[config.mk]
export PLATFORM = sky130hd
export DESIGN_NAME = eu_dispatcher
export DESIGN_NICKNAME = d
export VERILOG_FILES = /design/src/rtl/eu_dispatcher.sv
export SDC_FILE = /design/constraint.sdc
export NUM_CORES = 1
export LEC_CHECK = 0
export CAP_MARGIN = 40
export CORE_MARGIN = 3
export CORE_UTILIZATION = 45
export CTS_BUF_LIST = sky130_fd_sc_hd__clkbuf_4
export CTS_CLUSTER_SIZE = 25
export DETAILED_ROUTE_END_ITERATION = 7
export PLACE_DENSITY = 0.7
export SKIP_LAST_GASP = 1
export SLEW_MARGIN = 10
export SYNTH_ARGS = -nofsm -noshare
export SYNTH_HDL_FRONTEND = slang
export SYNTH_SLANG_ARGS = --single-unit
[constraint.sdc]
create_clock -name clk_i -period 3.9 [get_ports clk_i]
set_input_delay 0.39 -clock clk_i [delete_from_list [all_inputs] [get_ports clk_i]]
set_output_delay 0.39 -clock clk_i [all_outputs]
set_load 0.005 [all_outputs]
[src/rtl/eu_dispatcher.sv]
// -----------------------------------------------------------------------------
// eu_dispatcher
//
// Routes a single upstream instruction stream into one FIFO per execution
// unit (EU 0 = IU, 1 = LSU, 2 = BRU by default). Each EU drains its own
// queue independently. Instructions aimed at a non-existent EU are accepted
// and dropped. The drop raises a one-cycle illegal pulse and bumps a
// saturating counter.
//
// Optional feature (compile-time macro):
//   EU_DISPATCHER_SUBTYPE_CHECK_EN
//     When defined, an instruction whose subtype is >= EuNumSubtypes[eu] is
//     also treated as illegal. When undefined, the subtype is carried as
//     opaque data and EuNumSubtypes is only sanity-checked at elaboration.
//
// Ports:
//   clk_i           sole clock, rising edge
//   rst_ni          asynchronous active-low reset
//   flush_i         synchronous clear of every queue; blocks acceptance
//   inst_valid_i    upstream instruction valid
//   inst_ready_o    instruction accepted when high with inst_valid_i
//   inst_eu_i       target EU index
//   inst_subtype_i  subtype within target EU
//   inst_payload_i  opaque payload
//   eu_valid_o      per-EU head valid
//   eu_ready_i      per-EU pop request
//   eu_subtype_o    per-EU head subtype, EU k at slice k
//   eu_payload_o    per-EU head payload, EU k at slice k
//   illegal_o       pulse, cycle after an illegal instruction is accepted
//   illegal_cnt_o   saturating count of accepted illegal instructions
// -----------------------------------------------------------------------------
module eu_dispatcher #(
    parameter int NumEus       = 3,
    parameter int SubtypeWidth = 6,
    parameter int PayloadWidth = 32,
    parameter int FifoDepth    = 2,
    parameter logic [NumEus-1:0][SubtypeWidth:0] EuNumSubtypes =
        {(SubtypeWidth+1)'(4), (SubtypeWidth+1)'(6), (SubtypeWidth+1)'(15)},
    parameter int CntWidth     = 16,
    localparam int EuIdxWidth  = ($clog2(NumEus + 1) > 1) ? $clog2(NumEus + 1) : 1
) (
    input  logic                           clk_i,
    input  logic                           rst_ni,
    input  logic                           flush_i,
    input  logic                           inst_valid_i,
    output logic                           inst_ready_o,
    input  logic [EuIdxWidth-1:0]          inst_eu_i,
    input  logic [SubtypeWidth-1:0]        inst_subtype_i,
    input  logic [PayloadWidth-1:0]        inst_payload_i,
    output logic [NumEus-1:0]              eu_valid_o,
    input  logic [NumEus-1:0]              eu_ready_i,
    output logic [NumEus*SubtypeWidth-1:0] eu_subtype_o,
    output logic [NumEus*PayloadWidth-1:0] eu_payload_o,
    output logic                           illegal_o,
    output logic [CntWidth-1:0]            illegal_cnt_o
);

    localparam int PtrWidth   = $clog2(FifoDepth);
    localparam int CountWidth = PtrWidth + 1;
    localparam logic [CountWidth-1:0] DepthCount = CountWidth'(FifoDepth);
    localparam logic [EuIdxWidth-1:0] NumEusIdx  = EuIdxWidth'(NumEus);

    typedef struct packed {
        logic [SubtypeWidth-1:0] subtype;
        logic [PayloadWidth-1:0] payload;
    } entry_t;

    // Elaboration-time sanity checks on the configuration.
    if ((FifoDepth < 2) || ((1 << PtrWidth) != FifoDepth)) begin : g_bad_depth
        $error("eu_dispatcher: FifoDepth must be a power of two >= 2");
    end
    for (genvar k = 0; k < NumEus; k++) begin : g_cfg_check
        if (int'(EuNumSubtypes[k]) > (1 << SubtypeWidth)) begin : g_bad_subtypes
            $error("eu_dispatcher: EuNumSubtypes entry exceeds subtype range");
        end
    end

    // ------------------------------------------------------------------
    // Legality and acceptance
    // ------------------------------------------------------------------
    logic [NumEus-1:0] q_full;
    logic [NumEus-1:0] push;
    logic              eu_in_range;
    logic              inst_illegal;
    logic              target_full;
    logic              accept;
    entry_t            wr_entry;

    assign eu_in_range = (inst_eu_i < NumEusIdx);

    // Fullness of the addressed queue. An out-of-range index selects nothing
    // and reads as not-full; it is illegal anyway and never pushes.
    // NOTE: every variable written in an always_comb gets a default first so
    // no path leaves it unassigned, which would otherwise infer a latch.
    always_comb begin
        target_full = 1'b0;
        for (int k = 0; k < NumEus; k++) begin
            if (inst_eu_i == EuIdxWidth'(k)) begin
                target_full = q_full[k];
            end
        end
    end

`ifdef EU_DISPATCHER_SUBTYPE_CHECK_EN
    logic subtype_ok;

    always_comb begin
        subtype_ok = 1'b1;
        for (int k = 0; k < NumEus; k++) begin
            if (inst_eu_i == EuIdxWidth'(k)) begin
                subtype_ok = ({1'b0, inst_subtype_i} < EuNumSubtypes[k]);
            end
        end
    end

    assign inst_illegal = !eu_in_range || !subtype_ok;
`else
    assign inst_illegal = !eu_in_range;
`endif

    // Readiness depends on the stored count only, never on eu_ready_i, so a
    // full queue refuses a push even when it is being popped that cycle.
    assign inst_ready_o = !flush_i && (inst_illegal || !target_full);
    assign accept       = inst_valid_i && inst_ready_o;

    assign wr_entry.subtype = inst_subtype_i;
    assign wr_entry.payload = inst_payload_i;

    // ------------------------------------------------------------------
    // Per-EU queues
    // ------------------------------------------------------------------
    for (genvar k = 0; k < NumEus; k++) begin : g_queue
        entry_t                mem [FifoDepth];
        logic [PtrWidth-1:0]   rd_ptr;
        logic [PtrWidth-1:0]   wr_ptr;
        logic [CountWidth-1:0] count;
        logic                  pop;

        assign push[k]   = accept && !inst_illegal && (inst_eu_i == EuIdxWidth'(k));
        assign pop       = (count != '0) && eu_ready_i[k];
        assign q_full[k] = (count == DepthCount);

        // NOTE: sequential state uses non-blocking assignments so every flop
        // samples pre-edge values regardless of process evaluation order.
        always_ff @(posedge clk_i or negedge rst_ni) begin
            if (!rst_ni) begin
                rd_ptr <= '0;
                wr_ptr <= '0;
                count  <= '0;
            end else if (flush_i) begin
                // Flush wins over any push or pop in the same cycle.
                rd_ptr <= '0;
                wr_ptr <= '0;
                count  <= '0;
            end else begin
                // Pointers are PtrWidth bits and FifoDepth is a power of two,
                // so the natural overflow is the modulo-FifoDepth wrap.
                if (push[k]) begin
                    wr_ptr <= wr_ptr + 1'b1;
                end
                if (pop) begin
                    rd_ptr <= rd_ptr + 1'b1;
                end
                unique case ({push[k], pop})
                    2'b10:   count <= count + 1'b1;
                    2'b01:   count <= count - 1'b1;
                    default: count <= count;
                endcase
            end
        end

        // NOTE: the storage array has no reset; an entry is only observed
        // after it has been written, because eu_valid_o comes from count.
        always_ff @(posedge clk_i) begin
            if (push[k]) begin
                mem[wr_ptr] <= wr_entry;
            end
        end

        assign eu_valid_o[k]                                = (count != '0);
        assign eu_subtype_o[k*SubtypeWidth +: SubtypeWidth] = mem[rd_ptr].subtype;
        assign eu_payload_o[k*PayloadWidth +: PayloadWidth] = mem[rd_ptr].payload;
    end

    // ------------------------------------------------------------------
    // Illegal-instruction reporting (not affected by flush)
    // ------------------------------------------------------------------
    logic                illegal_q;
    logic [CntWidth-1:0] illegal_cnt_q;
    logic                illegal_accept;

    assign illegal_accept = accept && inst_illegal;

    always_ff @(posedge clk_i or negedge rst_ni) begin
        if (!rst_ni) begin
            illegal_q     <= 1'b0;
            illegal_cnt_q <= '0;
        end else begin
            illegal_q <= illegal_accept;
            if (illegal_accept && (illegal_cnt_q != '1)) begin
                illegal_cnt_q <= illegal_cnt_q + 1'b1;
            end
        end
    end

    assign illegal_o     = illegal_q;
    assign illegal_cnt_o = illegal_cnt_q;

endmodule

==> results.yml <==
finish:
  multi_input_comb_area_um2: 2102
  finish.net_count: 801
  footprint_of_the_flip_flops_and_latches_um2: 7576
  final_layout_size_suffix_gt1_frac: 0.3171
  fin_cells: 1077
  area.growth.synth_to_final_pct: 31.71
  filler_cell_count: 1544
placement:
  gp_congestion: 0.8650
  portBuffers: 181
  place_hpwl_mm: 13.29
  dp.cells: 960
sta:
  final.min_clock_period_ns: 2.722
  fin_tns_setup_ns: 0
  maxSlewViolCount: 0
  clock_skew_ns: 0.02833
  setup_viol: 0
  timing.fmax_mhz: 367.4
  max_slew_margin: 0.5831
  worst_tran_pin_value_ns: 0.6237
  worst_hold_margin_ns: 0.1535
  grt_setup_unrepaired: "false"
  period_share: 0.6979
  finalHoldViolations: 0
clock_tree:
  htree_levels: 3
  cts_sinks: 257
  holdBufCountCts: 0
  cts_made_buffers: 66
  clock_tree.root_cell: "sky130_fd_sc_hd__clkbuf_4"
  post_cts.resized_instances: 0
  insertion_delay_ns: 0.62
  post-cts-setup-buffers: 0
  cts_buffer_depth: 3
  clock_tree_from_tritoncts: "yes"
  clkTransAtPathRegs_ns: 0.07
synthesis:
  postSynthCellCount: 508
  synth.cell_area_um2: 9737
  synth_top_area_share: 0.7032
  synthTopCellsByArea: "sky130_fd_sc_hd__edfxtp_1, sky130_fd_sc_hd__mux2_2, sky130_fd_sc_hd__dfrtp_1"
  syn_area_per_cell_um2: 19.17
  ys_seq_area_frac: 0.7777
  register_bit_total_from_synthesis: 257
  yosys.area.top_type: "sky130_fd_sc_hd__edfxtp_1"
  yosys_warnings: 0
  yosys.cell_types.count: 44
  synth.net_count: 556
grt:
  grt_usage: 0.1746
  wire_length_of_the_first_global_routing_pass_mm: 31.70
  grt_start_max_net_pins: 39
  grt_antenna_before_repair: 1
  grt_pass1_vias: 5732
  gr-total-overflow: 0
route:
  drt_iter0_drc: 307
  detail_route.drc_violations: 0
  drt_pre_antenna_iters: 4
  wl_met1_mm: 8.189
  drt-total-wl_mm: 20.39
  drtAntennaViolNets: 0
  vias_per_cell: 5.000
  routed.top_layer: "met4"
  drt-wirelength-per-cell_um: 18.93
  route.met2.wl_mm: 9.677
  routed-wl-met3_mm: 2.007
  routed_vias: 5385
setup_path:
  critical_path.max_fanout: 26
  cp_data_required_time_ns: 3.51
  r2r_cells: 4
  critPathArrivalTime_ns: 2.33
  setup.reg_to_reg.worst_slack_ns: 1.61
  kind_of_end_point_of_the_critical_path: "output pin"
  path_class: "flop to output pin"
  cp-start-kind: "flop"
job:
  timing.max_cap.violations: 0
floorplan:
  die_y_um: 153.1
  die_width_um: 153.1
  std_cell_rows: 53
  initial_core_util: 0.4603
  area_of_the_core_um2: 21150
  boundaryPins: 182
  die_area_um2: 23440
hold_path:
  worst_hold_path_type: "input pin to async pin"
power:
  worst_ir_drop_on_vdd_uv: 298.4
  leakage_dissipation_nw: 4.425
  power.density_cell_area_nw_per_um2: 436.4
  totalPowerFinal_mw: 5.597
outcome:
  status: "complete, no violations"
[cells by family after synthesis]
group / after synthesis / synth area share
multiplexers: 115 / 0.1330
buffers and inverters: 22 / 0.009766
XOR/XNOR: 22 / 0.01979
AND/OR/NAND/NOR: 68 / 0.04253
adder cells (fa/ha/maj): 1 / 0.001285
AO/OA/AOI/OAI: 23 / 0.01594
flip-flops: 257 / 0.7777
[Yosys cell counts (all sizes together)]
cell type / count
nand2: 10
a21oi: 8
and3: 7
nor2: 17
xnor2: 17
ha: 1
a21o: 1
and2: 1
or3: 1
or3b: 1
o2111ai: 2
clkbuf: 6
a211o: 1
inv: 7
mux2: 115
or2: 2
dfrtp: 29
a2bb2oi: 1
nand4b: 2
nand3: 6
and4: 1
nand3b: 1
nor3: 1
nand2b: 4
nor3b: 2
o21ba: 1
nand4: 4
o211ai: 4
nor2b: 4
edfxtp: 228
xor2: 5
nor4: 3
buf: 9
o21ai: 4
nor4b: 1
a2111oi: 1
[registers in the layout, summed over array words and instances (netlist names)]
register / count
illegal_cnt_o: 16
g_queue.wr_ptr: 3
g_queue.mem: 228
g_queue.count: 6
illegal_o: 1
g_queue.rd_ptr: 3
[layout make-up]
type / instances / share of cell area
flip-flops and latches: 257 / 0.5907
multi-input cells: 229 / 0.1639
repair buffers: 192 / 0.1526
clock buffers: 101 / 0.05912
well taps: 275 / 0.02683
clock inverters: 15 / 0.004585
inverters: 7 / 0.002049
diodes: 1 / 0.0001951
[worst paths after layout]
kind	end	from
setup / recovery	eu_payload_o[1]	g_queue[0].rd_ptr$_DFFE_PN0P_
hold / removal	g_queue[2].rd_ptr$_DFFE_PN0P_	rst_ni
setup reg to reg	g_queue[1].mem[1][24]$_DFFE_PP_	g_queue[1].count[1]$_DFFE_PN0P_
hold reg to reg	illegal_cnt_o[10]$_DFFE_PN0P_	illegal_cnt_o[10]$_DFFE_PN0P_
max in group asynchronous	illegal_cnt_o[4]$_DFFE_PN0P_	rst_ni
min in group clk_i	g_queue[1].mem[0][4]$_DFFE_PP_	inst_payload_i[4]
[power by group]
group          internal, mW  total (mW)  switching, mW  leakage [nW]
clock network          1.18        2.18           1.00         0.498
logic                 0.190       0.331          0.141          1.47
registers              3.05        3.09         0.0390          2.45
total                  4.42        5.60           1.18          4.42
[placed cells by master (no fill, tap or decap), types with 2 or more instances in the layout]
cell type	count
sky130_fd_sc_hd__o211ai_1	4
sky130_fd_sc_hd__nand4_1	3
sky130_fd_sc_hd__clkbuf_4	101
sky130_fd_sc_hd__and3_1	3
sky130_fd_sc_hd__nand2b_1	4
sky130_fd_sc_hd__nand2_1	10
sky130_fd_sc_hd__and3_2	4
sky130_fd_sc_hd__nor2b_1	3
sky130_fd_sc_hd__inv_2	2
sky130_fd_sc_hd__mux2_2	115
sky130_fd_sc_hd__clkdlybuf4s50_1	181
sky130_fd_sc_hd__edfxtp_1	228
sky130_fd_sc_hd__xor2_1	5
sky130_fd_sc_hd__xnor2_1	17
sky130_fd_sc_hd__nand3_1	6
sky130_fd_sc_hd__dfrtp_2	3
sky130_fd_sc_hd__nor2_1	14
sky130_fd_sc_hd__dfrtp_1	26
sky130_fd_sc_hd__buf_12	5
sky130_fd_sc_hd__nor3b_1	2
sky130_fd_sc_hd__o2111ai_1	2
sky130_fd_sc_hd__nor2_4	3
sky130_fd_sc_hd__inv_1	7
sky130_fd_sc_hd__a21oi_1	8
sky130_fd_sc_hd__clkinv_2	2
sky130_fd_sc_hd__buf_4	6
sky130_fd_sc_hd__o21ai_0	3
sky130_fd_sc_hd__or2_2	2
sky130_fd_sc_hd__clkinv_1	11
[stage by stage]
stage | util | setup WS (ns) | area, µm²
floorplan | - | 0.6564 | 9737
global placement | 0.5647 | 0.8494 | 11950
detailed placement | 0.5675 | 0.7330 | 12010
CTS | 0.6061 | 1.097 | 12820
global route | 0.6063 | 1.047 | 12820
finish | 0.6063 | 1.178 | 12820
[metal layers]
metal | vias to the layer above | track usage
met5 | - | 0
li1 | 2485 | -
met2 | 230 | 0.2709
met1 | 2632 | 0.2237
met4 | 0 | 0.07594
met3 | 38 | 0.06200
[worst max-delay path, stage by stage, from the launching register on]
cell and delay [ns]:
sky130_fd_sc_hd__dfrtp_2 0.60, sky130_fd_sc_hd__buf_12 0.24, sky130_fd_sc_hd__mux2_2 0.36, sky130_fd_sc_hd__clkdlybuf4s50_1 0.49
Note: power is estimated with default switching activity, not from simulation.
